### src/rtl/vc_input_unit.sv
// -----------------------------------------------------------------------------
// vc_input_unit
// Input port of a virtual-channel NoC router. Each VC owns a circular flit
// FIFO and a packet FSM (IDLE -> WAITING -> ACTIVE). A VC in WAITING exposes
// its latched header and requests allocation; once granted it streams its
// flits out. A round-robin arbiter selects one eligible ACTIVE VC per cycle
// and its head flit is registered onto the single output.
//
// Ports
//   clk_i        clock
//   rst_ni       asynchronous active-low reset (drops all in-flight flits)
//   data_i       incoming flit, type code in the MSBs
//   wr_en_i      write strobe for data_i
//   vc_sel_i     target VC of data_i
//   rdy_o        per-VC not-full, from registered occupancy
//   alloc_req_o  per-VC allocation request (VC is WAITING)
//   header_o     latched header per VC, VC v at [v*FLIT_W +: FLIT_W]
//   alloc_gnt_i  per-VC allocation grant (only honoured in WAITING)
//   chan_rdy_i   per-VC downstream buffer space available
//   data_o       registered output flit
//   data_vld_o   data_o valid this cycle
//   vc_o         VC that produced data_o
//   err_o        sticky protocol-error flag
// -----------------------------------------------------------------------------
module vc_input_unit #(
  parameter int                   VC_NUM      = 4,
  parameter int                   VC_ID_W     = 2,
  parameter int                   VC_DEPTH_W  = 2,
  parameter int                   FLIT_DATA_W = 8,
  parameter int                   FLIT_ID_W   = 2,
  parameter logic [FLIT_ID_W-1:0] HEADER_ID   = 2'b10,
  parameter logic [FLIT_ID_W-1:0] BODY_ID     = 2'b00,
  parameter logic [FLIT_ID_W-1:0] TAIL_ID     = 2'b01,
  localparam int                  FLIT_W      = FLIT_ID_W + FLIT_DATA_W
) (
  input  logic                     clk_i,
  input  logic                     rst_ni,
  input  logic [FLIT_W-1:0]        data_i,
  input  logic                     wr_en_i,
  input  logic [VC_ID_W-1:0]       vc_sel_i,
  output logic [VC_NUM-1:0]        rdy_o,
  output logic [VC_NUM-1:0]        alloc_req_o,
  output logic [VC_NUM*FLIT_W-1:0] header_o,
  input  logic [VC_NUM-1:0]        alloc_gnt_i,
  input  logic [VC_NUM-1:0]        chan_rdy_i,
  output logic [FLIT_W-1:0]        data_o,
  output logic                     data_vld_o,
  output logic [VC_ID_W-1:0]       vc_o,
  output logic                     err_o
);

  // Occupancy value of a full FIFO: pointers carry one extra wrap bit.
  localparam logic [VC_DEPTH_W:0] FULL_OCC = {1'b1, {VC_DEPTH_W{1'b0}}};

  typedef enum logic [1:0] {
    ST_IDLE    = 2'b00,
    ST_WAITING = 2'b01,
    ST_ACTIVE  = 2'b10
  } state_e;

  logic [FLIT_W-1:0]        mem_q    [VC_NUM][2**VC_DEPTH_W];
  logic [VC_DEPTH_W:0]      wr_ptr_q [VC_NUM];
  logic [VC_DEPTH_W:0]      wr_ptr_d [VC_NUM];
  logic [VC_DEPTH_W:0]      rd_ptr_q [VC_NUM];
  logic [VC_DEPTH_W:0]      rd_ptr_d [VC_NUM];
  logic [FLIT_W-1:0]        head_s   [VC_NUM];
  state_e                   state_q  [VC_NUM];

  logic [VC_NUM-1:0]        rdy_q;
  logic [VC_NUM-1:0]        rdy_d;
  logic [VC_NUM-1:0]        empty_s;
  logic [VC_NUM-1:0]        push_s;
  logic [VC_NUM-1:0]        discard_s;
  logic [VC_NUM-1:0]        elig_s;
  logic [VC_NUM-1:0]        pop_arb_s;
  logic [VC_NUM-1:0]        pop_s;
  logic [VC_NUM-1:0]        tail_s;
  logic [VC_NUM-1:0]        hdr_err_s;
  logic                     wr_err_s;
  logic                     found_s;
  logic [VC_ID_W-1:0]       win_s;

  logic [VC_NUM*FLIT_W-1:0] header_q;
  logic [VC_NUM-1:0]        first_q;
  logic [VC_NUM-1:0]        alloc_req_q;
  logic                     err_q;
  logic [VC_ID_W-1:0]       rr_q;
  logic [FLIT_W-1:0]        data_q;
  logic [VC_ID_W-1:0]       vc_q;
  logic                     vld_q;

  function automatic logic [FLIT_ID_W-1:0] flit_type(input logic [FLIT_W-1:0] flit);
    return flit[FLIT_W-1 -: FLIT_ID_W];
  endfunction

  // base and off are both below VC_NUM, so one subtraction is enough.
  function automatic int rr_wrap(input int base, input int off);
    return ((base + off) >= VC_NUM) ? (base + off - VC_NUM) : (base + off);
  endfunction

  // Per-VC FIFO status, write acceptance and IDLE-state discard decision.
  always_comb begin
    wr_err_s = 1'b0;
    for (int v = 0; v < VC_NUM; v++) begin
      head_s[v]    = mem_q[v][rd_ptr_q[v][VC_DEPTH_W-1:0]];
      empty_s[v]   = (wr_ptr_q[v] == rd_ptr_q[v]);
      // rdy_q reflects the occupancy at the start of the cycle, so a
      // concurrent pop never makes room for this cycle's write.
      push_s[v]    = wr_en_i && (int'(vc_sel_i) == v) && rdy_q[v];
      discard_s[v] = (state_q[v] == ST_IDLE) && !empty_s[v] &&
                     (flit_type(head_s[v]) != HEADER_ID);
      elig_s[v]    = (state_q[v] == ST_ACTIVE) && !empty_s[v] && chan_rdy_i[v];
    end
    // Out-of-range VC or full VC: the flit is dropped.
    if (wr_en_i) begin
      wr_err_s = ~(|push_s);
    end else begin
      wr_err_s = 1'b0;
    end
  end

  // Round-robin pick among eligible VCs, starting at rr_q.
  always_comb begin
    found_s = 1'b0;
    win_s   = '0;
    for (int i = 0; i < VC_NUM; i++) begin
      if (!found_s && elig_s[rr_wrap(int'(rr_q), i)]) begin
        found_s = 1'b1;
        win_s   = VC_ID_W'(rr_wrap(int'(rr_q), i));
      end else begin
        found_s = found_s;
      end
    end
  end

  // Classify the flit popped by the arbiter for each VC.
  always_comb begin
    for (int v = 0; v < VC_NUM; v++) begin
      pop_arb_s[v] = found_s && (int'(win_s) == v);
      tail_s[v]    = 1'b0;
      hdr_err_s[v] = 1'b0;
      if (pop_arb_s[v]) begin
        case (flit_type(head_s[v]))
          HEADER_ID: hdr_err_s[v] = !first_q[v];
          TAIL_ID:   tail_s[v]    = 1'b1;
          BODY_ID:   tail_s[v]    = 1'b0;
          default:   tail_s[v]    = 1'b0;
        endcase
      end else begin
        tail_s[v] = 1'b0;
      end
    end
    pop_s = pop_arb_s | discard_s;
  end

  // Next FIFO pointers and the not-full flag they imply.
  always_comb begin
    for (int v = 0; v < VC_NUM; v++) begin
      wr_ptr_d[v] = wr_ptr_q[v] + {{VC_DEPTH_W{1'b0}}, push_s[v]};
      rd_ptr_d[v] = rd_ptr_q[v] + {{VC_DEPTH_W{1'b0}}, pop_s[v]};
      rdy_d[v]    = ((wr_ptr_d[v] - rd_ptr_d[v]) != FULL_OCC);
    end
  end

  // FIFO pointer and ready registers.
  always_ff @(posedge clk_i or negedge rst_ni) begin
    if (!rst_ni) begin
      for (int v = 0; v < VC_NUM; v++) begin
        wr_ptr_q[v] <= '0;
        rd_ptr_q[v] <= '0;
      end
      rdy_q <= '1;
    end else begin
      for (int v = 0; v < VC_NUM; v++) begin
        wr_ptr_q[v] <= wr_ptr_d[v];
        rd_ptr_q[v] <= rd_ptr_d[v];
      end
      rdy_q <= rdy_d;
    end
  end

  // FIFO storage; contents are don't-care while the pointers mark it empty.
  always_ff @(posedge clk_i) begin
    for (int v = 0; v < VC_NUM; v++) begin
      if (push_s[v]) begin
        mem_q[v][wr_ptr_q[v][VC_DEPTH_W-1:0]] <= data_i;
      end
    end
  end

  // Per-VC packet FSM with registered header, request and first-flit flag.
  always_ff @(posedge clk_i or negedge rst_ni) begin
    if (!rst_ni) begin
      for (int v = 0; v < VC_NUM; v++) begin
        state_q[v] <= ST_IDLE;
      end
      header_q    <= '0;
      first_q     <= '0;
      alloc_req_q <= '0;
    end else begin
      for (int v = 0; v < VC_NUM; v++) begin
        case (state_q[v])
          ST_IDLE: begin
            // The header stays in the FIFO; it is forwarded once ACTIVE.
            if (!empty_s[v] && (flit_type(head_s[v]) == HEADER_ID)) begin
              header_q[v*FLIT_W +: FLIT_W] <= head_s[v];
              state_q[v]                   <= ST_WAITING;
              alloc_req_q[v]               <= 1'b1;
            end
          end
          ST_WAITING: begin
            if (alloc_gnt_i[v]) begin
              state_q[v]     <= ST_ACTIVE;
              alloc_req_q[v] <= 1'b0;
              first_q[v]     <= 1'b1;
            end
          end
          ST_ACTIVE: begin
            if (pop_arb_s[v]) begin
              first_q[v] <= 1'b0;
              if (tail_s[v]) begin
                state_q[v] <= ST_IDLE;
              end
            end
          end
          default: begin
            state_q[v]     <= ST_IDLE;
            alloc_req_q[v] <= 1'b0;
            first_q[v]     <= 1'b0;
          end
        endcase
      end
    end
  end

  // Registered output flit and round-robin pointer.
  always_ff @(posedge clk_i or negedge rst_ni) begin
    if (!rst_ni) begin
      data_q <= '0;
      vc_q   <= '0;
      vld_q  <= 1'b0;
      rr_q   <= '0;
    end else if (found_s) begin
      data_q <= head_s[win_s];
      vc_q   <= win_s;
      vld_q  <= 1'b1;
      rr_q   <= VC_ID_W'(rr_wrap(int'(win_s), 1));
    end else begin
      vld_q  <= 1'b0;
    end
  end

  // Sticky protocol-error flag.
  always_ff @(posedge clk_i or negedge rst_ni) begin
    if (!rst_ni) begin
      err_q <= 1'b0;
    end else begin
      err_q <= err_q | wr_err_s | (|discard_s) | (|hdr_err_s);
    end
  end

  assign rdy_o       = rdy_q;
  assign alloc_req_o = alloc_req_q;
  assign header_o    = header_q;
  assign data_o      = data_q;
  assign data_vld_o  = vld_q;
  assign vc_o        = vc_q;
  assign err_o       = err_q;

endmodule

### config.mk
export PLATFORM = sky130hd
export DESIGN_NAME = vc_input_unit
export DESIGN_NICKNAME = d
export VERILOG_FILES = /design/src/rtl/vc_input_unit.sv
export SDC_FILE = /design/constraint.sdc
export NUM_CORES = 1
export LEC_CHECK = 0
export ABC_AREA = 1
export BUFFER_PORTS_ARGS = -buffer_cell sky130_fd_sc_hd__buf_2
export CAP_MARGIN = 20
export CORE_MARGIN = 4
export CORE_UTILIZATION = 48
export CTS_CLUSTER_DIAMETER = 40
export DETAILED_ROUTE_END_ITERATION = 6
export GPL_ROUTABILITY_DRIVEN = 0
export PLACE_DENSITY = 0.66
export REMOVE_ABC_BUFFERS = 1
export SETUP_SLACK_MARGIN = 0.2
export SLEW_MARGIN = 10
export SYNTH_ARGS = -nofsm -noshare
export SYNTH_HDL_FRONTEND = slang
export SYNTH_SLANG_ARGS = --single-unit
### constraint.sdc
create_clock -name clk_i -period 9.25 [get_ports clk_i]
set_input_delay 2.775 -clock clk_i [delete_from_list [all_inputs] [get_ports clk_i]]
set_output_delay 2.775 -clock clk_i [all_outputs]
set_load 0.01 [all_outputs]
# After elaboration in Yosys (flattened, before gate mapping)
# Memory sizes are Yosys's and may differ from the RTL's.
# Index checks and enable logic that the tools add are counted.
# W data, S select, Z words.
# totals
inputBits,23
ff_bits,100
romBits,0
mem_bits_rw,160
memories,1
latchBits,0
output_inout_bits,62
# classes
add_sub_neg,21
bitwise,22
n_lt_le_gt_ge,22
n_shift,0
div,0
n_mul,0
n_mux,127
eq_ne,50
n_reduce_logical,78
# mem_list
name,depth,width,read_ports,rd_ports_with_merged_regs,wr,line_no,rtl
mem_q,4,40,4,0,1,61,logic [FLIT_W-1:0] mem_q [VC_NUM][2**VC_DEPTH_W];
# ops
cell,n
$mux W40,10
$mux W10,14
$lt A32 B4 Y1 const B,4
$mux W32,4
$reduce_or A40 Y1,3
$bmux W10 S2,5
$ge A32 B4 Y1 const B,3
$sub A32 B4 Y32 const B,3
$demux W10 S2,4
$mux W1,50
$mux W2,24
$logic_and A1 B1 Y1,39
$ne A2 B2 Y1 const B,16
$ge A3 B3 Y1 const B,10
$not A2 Y3,9
$add A3 B1 Y3,8
$eq A2 B2 Y1 const B,12
$pmux W1 S3,8
$pmux W2 S3,4
$reduce_and A3 Y1,8
$eq A2 B1 Y1 const B,10
$reduce_and A4 Y1,4
$eq A3 B3 Y1,4
$logic_not A2 Y1,6
16 further kinds,58

# Longest topological paths before layout
# depth
depth_word,23
ltp_mapped,23
depth_no_buf,22

# Worst setup path before layout
# OpenSTA, ideal clock, no wires.
# synth_timing
kind,in2reg
from,input port chan_rdy_i[3]
to,"register rdy_q[1], in the netlist rdy_o[1]"
setup_slack_ns,3.903
path_buffers,1
setup_ns,0.066
arrival_time_ns,5.282
cell_stages,20
path_cell_list,inv_1 > nor2_1 > nand3_2 > nand3_2 > nand2_2 > nand2_1 > nand3_1 > nand2_2 > buf_6 > inv_1 > ha_1 > nand2_1 > o21ai_0 > ha_1 > ha_1 > inv_1 > ha_1 > a21oi_1 > or2_2 > nand4_1
# synth_lines
element,line_no,rtl
"start, declared",45,"input logic [VC_NUM-1:0] chan_rdy_i,"
"end signal, assigned",178,rdy_q <= rdy_d;
"end, declared",69,logic [VC_NUM-1:0] rdy_q;

==> metrics list <==
- Total half-perimeter wirelength after legalization and detailed placement: around 18000 um
- Number of post-CTS setup repair buffers: 0
- The H-tree generated during clock tree synthesis spans 2 levels.
- The initial utilization of the core area, before any placement, comes to 49.1%.
* Die height: around 160 um
- The cell that appears most often on the critical path is ha_1.
* Most used flip-flop cell after synthesis: edfxtp_1
- Placed standard-cell area: 11900 um^2
* Area growth from synthesis to layout: 18.0%
- Routed WL: 27000 um
- Clock Latency Late Sink: about 0.51 ns
* Maximum net fanout on the critical path: 24
- Post-CTS repair changed the size of 0 cells.
* Average cell area after synthesis: 10.7 um^2
- In this run the standard cell core region covers 22800 um^2.
- The layout has roughly 1900 filler cells.
- Measured against its own limit, the worst slew margin works out to 36.7%.
- Number of vias per cell: about 5.3
* Post-route clock skew: 0.0181 ns
* Power, Total: 5.25 mW
- Wire length of the first global-routing pass: 42000 um
- The via count of the first global-routing pass came to 7518.
- Global routing used 20.9% of the available tracks across all layers.
- Slew @ Worst Pin: roughly 0.94 ns
* Die extent in x: 161 um
* Top Ports: 85
* Final routed wire length divided by cell count: 18.3 um
- Buffers placed on the I/O ports in this run total between 80 and 90.
- In this run the core area contains 55 standard-cell rows.
- Max Root-Sink Buffers: 3
- CTS saw 260 sinks.
- After the first detailed-routing iteration, the DRC count stood at 713.
- Leakage power total: 5.67 nW
* Non-filler cells, final: 1475
- Portion of the clock cycle consumed by the worst path in the final layout: 64.4%
* CTS tree: yes
- At the worst endpoint, the arrival time is 6.39 ns.
- Across the run, the number of max-cap violations was 0.
- The detail route stage leaves a number of antenna-violating nets equal to 0.
- In this run, synthesis produced a sequential element count of 260.
- Power density over the cells: 398 nW/um^2
- Final net count: about 1200
- Share of synthesized registers carrying an async set or reset: about two fifths
* Clock tree root driver cell: clkbuf_16
- Setup violations remaining at the end of the flow were counted as 0.
* Netlist cell types: 32
* Cell total after placement: about 1400
- Global route total overflow: 0
- Timing would allow up to 168 MHz.
- The routed design could run at a clock period as short as 5.96 ns.
- The final-report hold violation count is 0.
- Sort of element at the start of the critical path: input port
- Number of instances in the synthesized netlist: 1041
* Count of inserted antenna diode cells: 0
- Path type of the worst min-delay path: flop to flop
- The total count of max-transition violations in the final report was 0.
- Yosys synthesis warning count: 0
- Maximum number of pins on one net before global-route repair: 67
- DRC violations left: 0
- The synthesized netlist occupies a cell area of 11200 um^2.
- Clock-pin slew on the worst setup and hold paths: approximately 0.05 ns
- Sequential cells were found to cover 65.4% of the synthesized design area.
* Slowest stage cell, crit path: nand2_2
* Number of flops mapped to enable cells by yosys: 160
* Worst Setup Path Type: input port to flop
- Summed over all failing endpoints, the final setup total negative slack is 0 ns.
- TritonCTS buffer count: 37
- Traced cell by cell, the critical path runs through buf_2 -> inv_1 -> nor2_1 -> nand3_1 -> nand3_1 -> nand2_2 -> nand3_2 -> nand3_2 -> nand2_2 -> inv_1 -> ha_1 -> nand2_1 -> o21ai_0 -> ha_1 -> ha_1 -> inv_1 -> ha_1 -> a21oi_1 -> or2_2 -> nand4_1.
- Die area: 25800 um^2
* Antenna violations before repair: 0
- Total non-filler cell area in the finished layout: 13200 um^2
- Crit path capture type: flop
- Status: complete, no violations
- Crit path required time: 9.68 ns
* RSZ-0062 raised after global routing: false
* Maximum vdd ir drop: 0.220 mV
- Cells with a size suffix above 1 make up 18.5% of the layout.
- The number of hold buffers added after CTS was 0.
- TritonRoute pass-1 iters: 5
- On the worst path, the slowest cell contributes a delay of 0.50 ns.
- Summing over every cut layer, the via total after detailed routing is 7891.
[synthesized netlist by cell type, types with 11 or more instances]
| cell type | instances | area, um^2 |
|---|---|---|
| buf_2 | 11 | 55.1 |
| nor2_1 | 92 | 345 |
| nand4_1 | 12 | 75.1 |
| o21ai_0 | 83 | 415 |
| nand2_1 | 240 | 901 |
| nand3_2 | 16 | 160 |
| inv_2 | 12 | 45.0 |
| clkbuf_1 | 15 | 56.3 |
| edfxtp_1 | 160 | 4800 |
| o22ai_1 | 35 | 219 |
| ha_1 | 28 | 350 |
| inv_1 | 74 | 278 |
| dfrtp_1 | 96 | 2400 |
| nor3_1 | 20 | 100 |
| nand3_1 | 69 | 345 |
| a21oi_1 | 17 | 85.1 |
[critical path, delay by kind of cell]
family,cells,cell delay [ns]
compound gates,2,0.20
buf+inv,4,0.33
fa+ha+maj,4,1.05
simple gates,10,2.01
[flip-flops by register name (all words and copies together) (netlist names)]
name	flops
data_o	10
rdy_o	4
rd_ptr_q	12
data_vld_o	1
vc_o	2
state_q	8
header_o	40
rr_q	2
mem_q	160
err_o	1
wr_ptr_q	12
alloc_req_o	4
first_q	4
[path summary, 6_finish.rpt]
kind / from / end / slack (ns) / cells after the start
worst max-delay path: chan_rdy_i[1] / rdy_o[1] / 3.29 / 20
worst min-delay path: header_o[19] / header_o[19] / 0.46 / 1
worst max register to register: rd_ptr_q[6] / rdy_o[1] / 4.43 / 21
worst min register to register: header_o[19] / header_o[19] / 0.46 / 1
max in group asynchronous: rst_ni / header_o[30] / 5.78 / 2
min in group asynchronous: rst_ni / header_o[14] / 2.23 / 1
[power by group]
group	internal, mW	leakage (nW)	switching [mW]
Sequential	1.49	2.66	0.245
Clock	0.914	0.636	0.532
Combinational	0.681	2.37	1.39
[per-layer routing]
layer / wire length [um] / up-vias / global-route usage (%)
li1: - / 3767 / -
met1: 12000 / 3770 / 30.2
met2: 12200 / 301 / 32.0
met3: 2010 / 53 / 4.29
met4: 834 / 0 / 7.00
met5: 0 / - / 0
[per-stage QoR]
stage / util [%] / worst slack [ns] / hold slack [ns]
after CTS: 57.9 / 3.39 / 0.466
after floorplan: - / 3.32 / 0.486
after global placement: 52.2 / 2.97 / 0.447
after global routing: 57.9 / 2.97 / 0.480
after detailed placement: 52.2 / 2.88 / 0.450
final: 57.9 / 3.29 / 0.462
[cells in the final DEF (no fill, tap or decap), drive strengths merged]
master  count
o21ai      89
dfstp       4
clkbuf     45
clkinv     11
a211oi      2
nor4        1
nand2     247
buf        89
nand3      85
bufinv      4
dfrtp      96
inv        95
and2        1
edfxtp    160
a21oi      18
ha         28
xnor2      10
nand4      12
xor2       10
o22ai      35
or2         6
nor2       94
nor3       20
[final cells by class]
type | count | area [um^2] | share of cell area (%)
clock buffers | 45 | 1020 | 7.73
clock inverters | 23 | 268 | 2.03
inverters | 87 | 327 | 2.48
multi-input cells | 658 | 3410 | 25.9
flip-flops and latches | 260 | 7310 | 55.4
well taps | 313 | 392 | 2.97
repair buffers | 89 | 460 | 3.49
[logic make-up after synthesis]
family	count (synthesis)	share of synthesized area (%)
DFF	260	65.4
AOI/OAI and AO/OA	144	6.92
buffers and inverters	123	4.70
and+or+nand+nor	466	18.2
adders and majority gates	28	3.13
xor gates and xnor gates	20	1.63
Note: power is estimated with default switching activity, not from simulation.
